### src/rtl/csr_loader.sv
// Builds a CSR image (values, column indices, row pointers) in three RAM write ports
// from a row-major stream of non-zero triplets.
module csr_loader #(
  parameter int unsigned ADDR_W = 14,
  parameter int unsigned DATA_W = 32,
  parameter int unsigned N_ROWS = 1024
) (
  input  logic              clk,
  input  logic              reset,
  input  logic              start,
  input  logic              in_valid,
  output logic              in_ready,
  input  logic [ADDR_W-1:0] in_row,
  input  logic [DATA_W-1:0] in_col,
  input  logic [DATA_W-1:0] in_val,
  input  logic              in_last,
  output logic              val_we,
  output logic [ADDR_W-1:0] val_addr,
  output logic [DATA_W-1:0] val_din,
  output logic              col_we,
  output logic [ADDR_W-1:0] col_addr,
  output logic [DATA_W-1:0] col_din,
  output logic              row_we,
  output logic [ADDR_W-1:0] row_addr,
  output logic [DATA_W-1:0] row_din,
  output logic [ADDR_W-1:0] nnz,
  output logic              busy,
  output logic              done,
  output logic              err
);

  typedef enum logic [2:0] {StIdle, StLoad, StFill, StDone, StErr} state_e;

  localparam logic [ADDR_W:0]   RowLast = (ADDR_W+1)'(N_ROWS);
  localparam logic [ADDR_W:0]   RowOne  = (ADDR_W+1)'(1);
  localparam logic [ADDR_W-1:0] NnzMax  = '1;
  localparam logic [ADDR_W-1:0] NnzOne  = ADDR_W'(1);

  state_e r_state, w_state_next;

  // next_row needs one extra bit: it reaches N_ROWS+1 after the terminating entry
  logic [ADDR_W:0]   r_next_row;
  logic [ADDR_W-1:0] r_nnz;

  logic              r_val_we, r_col_we, r_row_we;
  logic [ADDR_W-1:0] r_val_addr, r_col_addr, r_row_addr;
  logic [DATA_W-1:0] r_val_din, r_col_din, r_row_din;

  logic [ADDR_W:0] w_row;
  logic            w_bad_range, w_bad_order, w_catch_up, w_match, w_overflow;
  logic            w_accept, w_row_wr, w_start_ok;

  assign w_row       = {1'b0, in_row};
  assign w_bad_range = w_row >= RowLast;
  assign w_bad_order = (r_next_row != '0) && (w_row < (r_next_row - RowOne));
  assign w_catch_up  = in_valid && !w_bad_range && !w_bad_order && (w_row >= r_next_row);
  // Remaining legal case: in_row == next_row-1, the row currently being filled
  assign w_match     = in_valid && !w_bad_range && !w_bad_order && !w_catch_up;
  assign w_overflow  = w_match && (r_nnz == NnzMax);

  always_ff @(posedge clk or negedge reset) begin
    if (!reset) begin
      r_state <= StIdle;
    end else begin
      r_state <= w_state_next;
    end
  end

  always_comb begin
    w_state_next = r_state;
    unique case (r_state)
      StIdle, StErr: begin
        if (start) w_state_next = StLoad;
      end
      StLoad: begin
        if (in_valid && (w_bad_range || w_bad_order || w_overflow)) begin
          w_state_next = StErr;
        end else if (w_match && in_last) begin
          w_state_next = StFill;
        end
      end
      StFill: begin
        if (r_next_row == RowLast) w_state_next = StDone;
      end
      StDone:  w_state_next = StIdle;
      default: w_state_next = StIdle;
    endcase
  end

  always_comb begin
    in_ready   = 1'b0;
    w_accept   = 1'b0;
    w_row_wr   = 1'b0;
    w_start_ok = 1'b0;
    busy       = 1'b0;
    done       = 1'b0;
    err        = 1'b0;
    unique case (r_state)
      StIdle: w_start_ok = start;
      StLoad: begin
        busy     = 1'b1;
        in_ready = w_match;
        w_accept = w_match && !w_overflow;
        w_row_wr = w_catch_up;
      end
      StFill: begin
        busy     = 1'b1;
        w_row_wr = 1'b1;
      end
      StDone: begin
        busy = 1'b1;
        done = 1'b1;
      end
      StErr: begin
        err        = 1'b1;
        w_start_ok = start;
      end
      default: ;
    endcase
  end

  always_ff @(posedge clk or negedge reset) begin
    if (!reset) begin
      r_next_row <= '0;
      r_nnz      <= '0;
      r_val_we   <= 1'b0;
      r_val_addr <= '0;
      r_val_din  <= '0;
      r_col_we   <= 1'b0;
      r_col_addr <= '0;
      r_col_din  <= '0;
      r_row_we   <= 1'b0;
      r_row_addr <= '0;
      r_row_din  <= '0;
    end else begin
      r_val_we <= w_accept;
      r_col_we <= w_accept;
      r_row_we <= w_row_wr;
      if (w_start_ok) begin
        r_next_row <= '0;
        r_nnz      <= '0;
      end
      if (w_accept) begin
        r_val_addr <= r_nnz;
        r_val_din  <= in_val;
        r_col_addr <= r_nnz;
        r_col_din  <= in_col;
        r_nnz      <= r_nnz + NnzOne;
      end
      if (w_row_wr) begin
        r_row_addr <= r_next_row[ADDR_W-1:0];
        r_row_din  <= DATA_W'(r_nnz);
        r_next_row <= r_next_row + RowOne;
      end
    end
  end

  assign val_we   = r_val_we;
  assign val_addr = r_val_addr;
  assign val_din  = r_val_din;
  assign col_we   = r_col_we;
  assign col_addr = r_col_addr;
  assign col_din  = r_col_din;
  assign row_we   = r_row_we;
  assign row_addr = r_row_addr;
  assign row_din  = r_row_din;
  assign nnz      = r_nnz;

endmodule
### config.mk
export PLATFORM = sky130hd
export DESIGN_NAME = csr_loader
export DESIGN_NICKNAME = d
export VERILOG_FILES = /design/src/rtl/csr_loader.sv
export SDC_FILE = /design/constraint.sdc
export NUM_CORES = 1
export LEC_CHECK = 0
export CAP_MARGIN = 20
export CORE_UTILIZATION = 47
export DETAILED_ROUTE_END_ITERATION = 8
export MAX_ROUTING_LAYER = met4
export PLACE_DENSITY_LB_ADDON = 0.2
export SLEW_MARGIN = 10
export SYNTH_ARGS = -nofsm -noshare
export SYNTH_HDL_FRONTEND = slang
export SYNTH_SLANG_ARGS = --single-unit
export TNS_END_PERCENT = 50
### constraint.sdc
create_clock -name clk -period 4.9 [get_ports clk]
set_clock_uncertainty 0.15 [all_clocks]
set_input_delay 0.98 -clock clk [delete_from_list [all_inputs] [get_ports clk]]
set_output_delay 0.98 -clock clk [all_outputs]
set_load 0.02 [all_outputs]
==> results of run 1 <==
final cells by class:
class	count	share of cell area [%]
timing repair buffer	260	24.6
clock buffer	23	4.48
inverter	22	0.802
clock inverter	7	0.419
tap	211	2.53
sequential	140	33.5
multi-input combinational	411	33.6
layer usage:
metal	vias up	wire length, um	share of wire (%)
met2	216	9880	51
li1	2638	-	-
met3	17	1280	6.5
met4	0	167	0.86
met1	2856	8150	42
met5	-	0	0
what timing repair did:
action,in CTS,in global routing
gates resized for setup,11,15
hold endpoints to repair,0,0
pin swaps,3,7
buffers inserted,2,4
setup endpoints to repair,1,1
cell usage in the layout (no fill, tap or decap), types with 4 or more instances in the layout:
cell type,instances
a211oi_1,6
a21o_1,11
a21oi_1,12
a221o_1,4
a22o_1,8
and3_1,7
buf_4,32
clkbuf_1,4
clkbuf_16,17
clkdlybuf4s50_1,221
clkinv_2,5
conb_1,18
dfrtp_1,139
ha_1,31
inv_1,17
inv_2,4
mux2_2,30
mux2_4,62
mux2i_1,4
nand2_1,37
nand2b_1,9
nand3_1,30
nand4_1,8
nor2_1,16
nor3_1,8
nor4_1,4
o21ai_0,30
or3_1,6
xnor2_1,14
cell families after synthesis:
logic type	Yosys count	synth area share, %
muxes	96	17.6
buffers and inverters	85	7.81
xor gates and xnor gates	15	1.76
AOI/OAI and AO/OA	98	9.17
other	1	0.0503
and+or+nand+nor	152	11.3
adders and majority gates	32	5.37
DFF	140	47.0
state kept, by name (all words and copies together), names as in the netlist:
signal / count
nnz: 14
val_din: 32
r_state: 3
r_next_row: 15
row_we: 1
col_din: 32
row_addr: 14
col_we: 1
row_din: 14
col_addr: 14
worst paths after layout:
| kind | start | endpoint | slack (ns) | depth (start not counted) |
|---|---|---|---|---|
| worst min-delay path | reset | val_din[4]$_DFFE_PN0P_ | 0.33 | 1 |
| worst max register to register | r_next_row[0]$_DFFE_PN0P_ | col_din[9]$_DFFE_PN0P_ | 0.60 | 17 |
| max in group asynchronous | reset | r_next_row[5]$_DFFE_PN0P_ | 3.21 | 3 |
| worst min register to register | row_addr[7]$_DFFE_PN0P_ | row_addr[7]$_DFFE_PN0P_ | 0.35 | 2 |
| min in group clk | row_addr[7]$_DFFE_PN0P_ | row_addr[7]$_DFFE_PN0P_ | 0.35 | 2 |
| worst max-delay path | r_next_row[0]$_DFFE_PN0P_ | in_ready | 0.14 | 15 |
power breakdown:
group          internal [uW]  leakage (uW)  switching (uW)  total [uW]
Clock                    664      0.000249             459        1120
Combinational            495       0.00253             452         947
Sequential              1300       0.00192            91.3        1390
Total                   2460       0.00469            1000        3460
stage by stage:
| stage | TNS (ns) | instance area (sq um) | total power [uW] |
|---|---|---|---|
| 2_1_floorplan | 0 | 7510 | 1870 |
| 3_3_place_gp | -0.0988 | 9780 | 2320 |
| 3_5_place_dp | -0.132 | 9780 | 2340 |
| 4_1_cts | 0 | 10300 | 3480 |
| 5_1_grt | -0.0622 | 10500 | 3620 |
| 6_report | 0 | 10500 | 3460 |
==> results.ini, run 1 <==
[placement]
io_buffers=223
gp_congestion=0.821
hpwl_um=14100
dp_slack_ns=-0.132
dpl.cell_count=1037

[global_routing]
antenna_found_initial=0
overflow=0
grt_pass1_wl_um=30600
grt_busiest_layer=met2
use_met1_pct=30.8
grt_usage_pct=25.1
grt_max_degree=119
gr-usage-met2_pct=41.5
met3_usage_pct=6.30
grt_pass1_vias=5656

[detailed_routing]
via_per_inst=5.33
drc=0
drt_first_pass_iters=4
wirelength_um=19500
post_drt_wl_per_cell_um=18.1
vias=5727
postRouteAntennaNets=0
drt_first_iter_violations=362

[sta]
finalCritPeriodShare_pct=97.1
post-route-min-period_ns=4.76
maxSlewViolCount=0
finalHoldViolCount=0
hold_ws_ns=0.331
slew_headroom_pct=28.5
finalSetupViolations=0
tightestPinTransition_ns=1.07
max_freq_mhz=210
fin_ws_ns=0.144

[synth]
synth_cell_types=64
yosys_warnings=0
syn_inst=619
yosys_most_used_dff=dfrtp_1
seq_area_frac_synth_pct=47.0
synth.area.top_cells=dfrtp_1 (47%), mux2_4 (12%), ha_1 (5.4%), mux2_2 (4.5%), buf_4 (3.4%)
synth_common_cells=dfrtp_1 (140), mux2_4 (62), nand2_1 (38)
synth_edf_count=0
yosysTopAreaCell=dfrtp_1
yosysMostFrequentCell=dfrtp_1
ys_ff_latch=140
synthArstFlopShare_pct=100
netlist_area_sq_um=7450
netlist.area_leader.share_pct=47.0
syn_avg_cell_area_sq_um=12.0

[setup_path]
cp_top_family=compound AO/OA/AOI/OAI gates
slowest_stage=or3_4
start_kind=register
endpoint_kind=primary output
critPathMaxFanout=3
cp_data_arrival_time_ns=3.63
path_buf_inv=4
worstPathRequired_ns=3.77
max_stage_delay_ns=0.40
crit_type=reg2out
crit_chain=inv_2, ha_4, nor3b_4, buf_6, nand3_2, xnor2_2, ha_1, o21ai_2, a2111oi_4, o41ai_2, a311oi_2, o21ai_1, or3_4, inv_2, buf_6

[floorplanning]
coreArea_sq_um=15300
pin_count=242
dieWidth_um=128
rows=45
die_h_um=128
initial_utilization_pct=48.7
dieArea_sq_um=16400

[clock_network]
cts.htree.levels=4
clock_latency_ns=0.41
path_clk_slew_ns=0.06
clock-sinks=140
cts_buffers=17
ctsHoldBuffers=0
clk_path_buf_depth=2
cts_tree=built
cts_root_buf=clkbuf_16

[power]
p_leak_uw=0.00469
irDropWorstVdd_v=0.000251
p_per_area_nw_per_um2=331

[finish]
fin_cells=1074
fillCellCount=1151
n_antenna_cell=0
syn2layout_area_growth_pct=40.3
final_core_util_pct=68.2
drive_gt1_share_pct=21.7
nets=967
multi_input_area_sq_um=3510
seqCellArea_sq_um=3500

[min_path]
hold_class=in2async

[flow_run]
max_cap_violations=0

[run_status]
status=finished clean

No activity file was read; power rests on OpenSTA's default activity.
==> run 2, diff against run 1 <==
Settings changed: RECOVER_POWER from default to 25.
==> run 2 against run 1 <==
Against the previous run:
- the flow now finishes with violations (capacitance limit, slew limit)
- first-iteration DRC count is 0.28% higher
- non-clock buffer count stayed put
- routed wire length about the same
- register-to-register slack hardly changed
- cell count is the same
- total power barely moved
- sequential power about the same
- via count is essentially flat
- utilization hardly changed
- largest cell class unchanged
==> results.ini, run 2 (synthesis results as in run 1) <==
[placement]
place_area_sq_um=9780
gp_congestion=0.821
io_buffers=223
hpwl_um=14100

[finish]
fillCellCount=1153
nets=967
mostFrequentLayoutCell=clkdlybuf4s50_1
n_antenna_cell=0
stdcell_area_sq_um=10400
drive_gt1_share_pct=21.6
syn2layout_area_growth_pct=40.2
final_cell_mix=clkdlybuf4s50_1 (221), dfrtp_1 (139), mux2_4 (62)
multi_input_area_sq_um=3510
seqCellArea_sq_um=3500

[sta]
finalCritPeriodShare_pct=97.1
maxSlewViolCount=48
tightestPinTransition_ns=2.60
max_freq_mhz=210
finalSetupViolations=0
post-route-min-period_ns=4.76
hold_ws_ns=0.349
finalHoldViolCount=0
slew_headroom_pct=-73.3
tns_ns=0

[detailed_routing]
vias=5729
drc=0
post_drt_wl_per_cell_um=18.1
postRouteAntennaNets=0
drt_first_iter_violations=363
via_per_inst=5.33
wirelength_um=19500
drt_first_pass_iters=4

[setup_path]
cp_data_arrival_time_ns=3.63
critPathMaxFanout=3
crit_type=reg2out
path_buf_inv=4
worstPathRequired_ns=3.77
slowest_stage=or3_4
max_stage_delay_ns=0.40
start_kind=register
crit_chain=inv_2, ha_4, nor3b_4, buf_6, nand3_2, xnor2_2, ha_1, o21ai_2, a2111oi_4, o41ai_2, a311oi_2, o21ai_1, or3_4, inv_2, buf_6
endpoint_kind=primary output
cp_top_family=compound AO/OA/AOI/OAI gates

[power]
combPwrFrac_pct=27.4
switching_power_uw=1000
p_clk_share_pct=32.5
irDropWorstVdd_v=0.000251
p_leak_uw=0.00469
swShare_pct=29.0
p_int_uw=2460
p_per_area_nw_per_um2=331
p_seq_share_pct=40.2

[global_routing]
met3_usage_pct=6.30
gr-usage-met2_pct=41.5
grt_usage_pct=25.1
grt_max_degree=119
overflow=0
use_met1_pct=30.8
grt_pass1_wl_um=30600
grt_busiest_layer=met2
grt_pass1_vias=5656
antenna_found_initial=0

[floorplanning]
die_h_um=128
dieArea_sq_um=16400
initial_utilization_pct=48.7
pin_count=242
dieWidth_um=128
coreArea_sq_um=15300
rows=45

[min_path]
hold_class=reg2reg

[clock_network]
clock_latency_ns=0.41
clk_path_buf_depth=2
ctsHoldBuffers=0
cts.htree.levels=4
cts_tree=built
path_clk_slew_ns=0.06
clock-sinks=140
cts_root_buf=clkbuf_16
cts_buffers=17

[run_status]
status=finished, violations left
violations=capacitance limit, slew limit

[flow_run]
max_cap_violations=1

[run 2: worst paths after layout]
path | startpoint | to | slack, ns | cells past startpoint
max | r_next_row[0]$_DFFE_PN0P_ | in_ready | 0.14 | 15
min | row_addr[7]$_DFFE_PN0P_ | row_addr[7]$_DFFE_PN0P_ | 0.35 | 2
max reg2reg | r_next_row[0]$_DFFE_PN0P_ | col_din[9]$_DFFE_PN0P_ | 0.60 | 17
min reg2reg | row_addr[7]$_DFFE_PN0P_ | row_addr[7]$_DFFE_PN0P_ | 0.35 | 2
max in group asynchronous | reset | r_next_row[5]$_DFFE_PN0P_ | 1.74 | 3
min in group asynchronous | reset | val_din[4]$_DFFE_PN0P_ | 1.22 | 1
[run 2: cell type report]
| class | count | area share [%] |
|---|---|---|
| repair buffers | 260 | 24.6 |
| flip-flops and latches | 140 | 33.6 |
| clock buffers | 23 | 4.48 |
| multi-input cells | 411 | 33.6 |
| clock inverters | 7 | 0.419 |
| inverters | 22 | 0.803 |
| well taps | 211 | 2.53 |
[run 2: power groups by stage]
stage                     logic (uW)  registers [uW]  clock network, uW
after global routing            1000            1410               1200
final                            946            1390               1120
after detailed placement         933            1410                  0
after CTS                        944            1390               1140
after floorplan                  312            1560                  0
after global placement           923            1400                  0
[run 2: per-layer routing]
layer  share of wire, %  routed length, um
met5                  0                  0
met3                6.5               1280
met2                 51               9880
met4               0.86                167
met1                 42               8160
[run 2: stage by stage]
step                util, %  power (uW)  instances  setup slack (ns)
finish                 68.2        3460       1074             0.144
global route           68.2        3620       1074           -0.0622
CTS                    67.5        3480       1069            0.0752
detailed placement     63.8        2340       1037            -0.132
global placement       63.8        2320       1037           -0.0988
floorplan                 -        1870        636             0.505
[run 2: worst reg2reg max path, cell delays in order (launching register included)]
cell       delay, ns
dfrtp_1         0.39
inv_2           0.08
ha_4            0.13
nor3b_4         0.22
buf_6           0.14
nand3_2         0.10
xnor2_2         0.18
ha_1            0.33
o21ai_2         0.08
a2111oi_4       0.36
o41ai_2         0.13
a311oi_2        0.35
buf_4           0.20
o21a_2          0.22
nand2_4         0.16
clkinv_2        0.32
buf_4           0.28
mux2_2          0.36
[run 2: repair_timing]
action | 4_1_cts | 5_1_grt
setup endpoints to repair | 1 | 1
gates cloned | 0 | 0
pin swaps | 3 | 7
buffers inserted | 2 | 4
gates resized for setup | 11 | 15
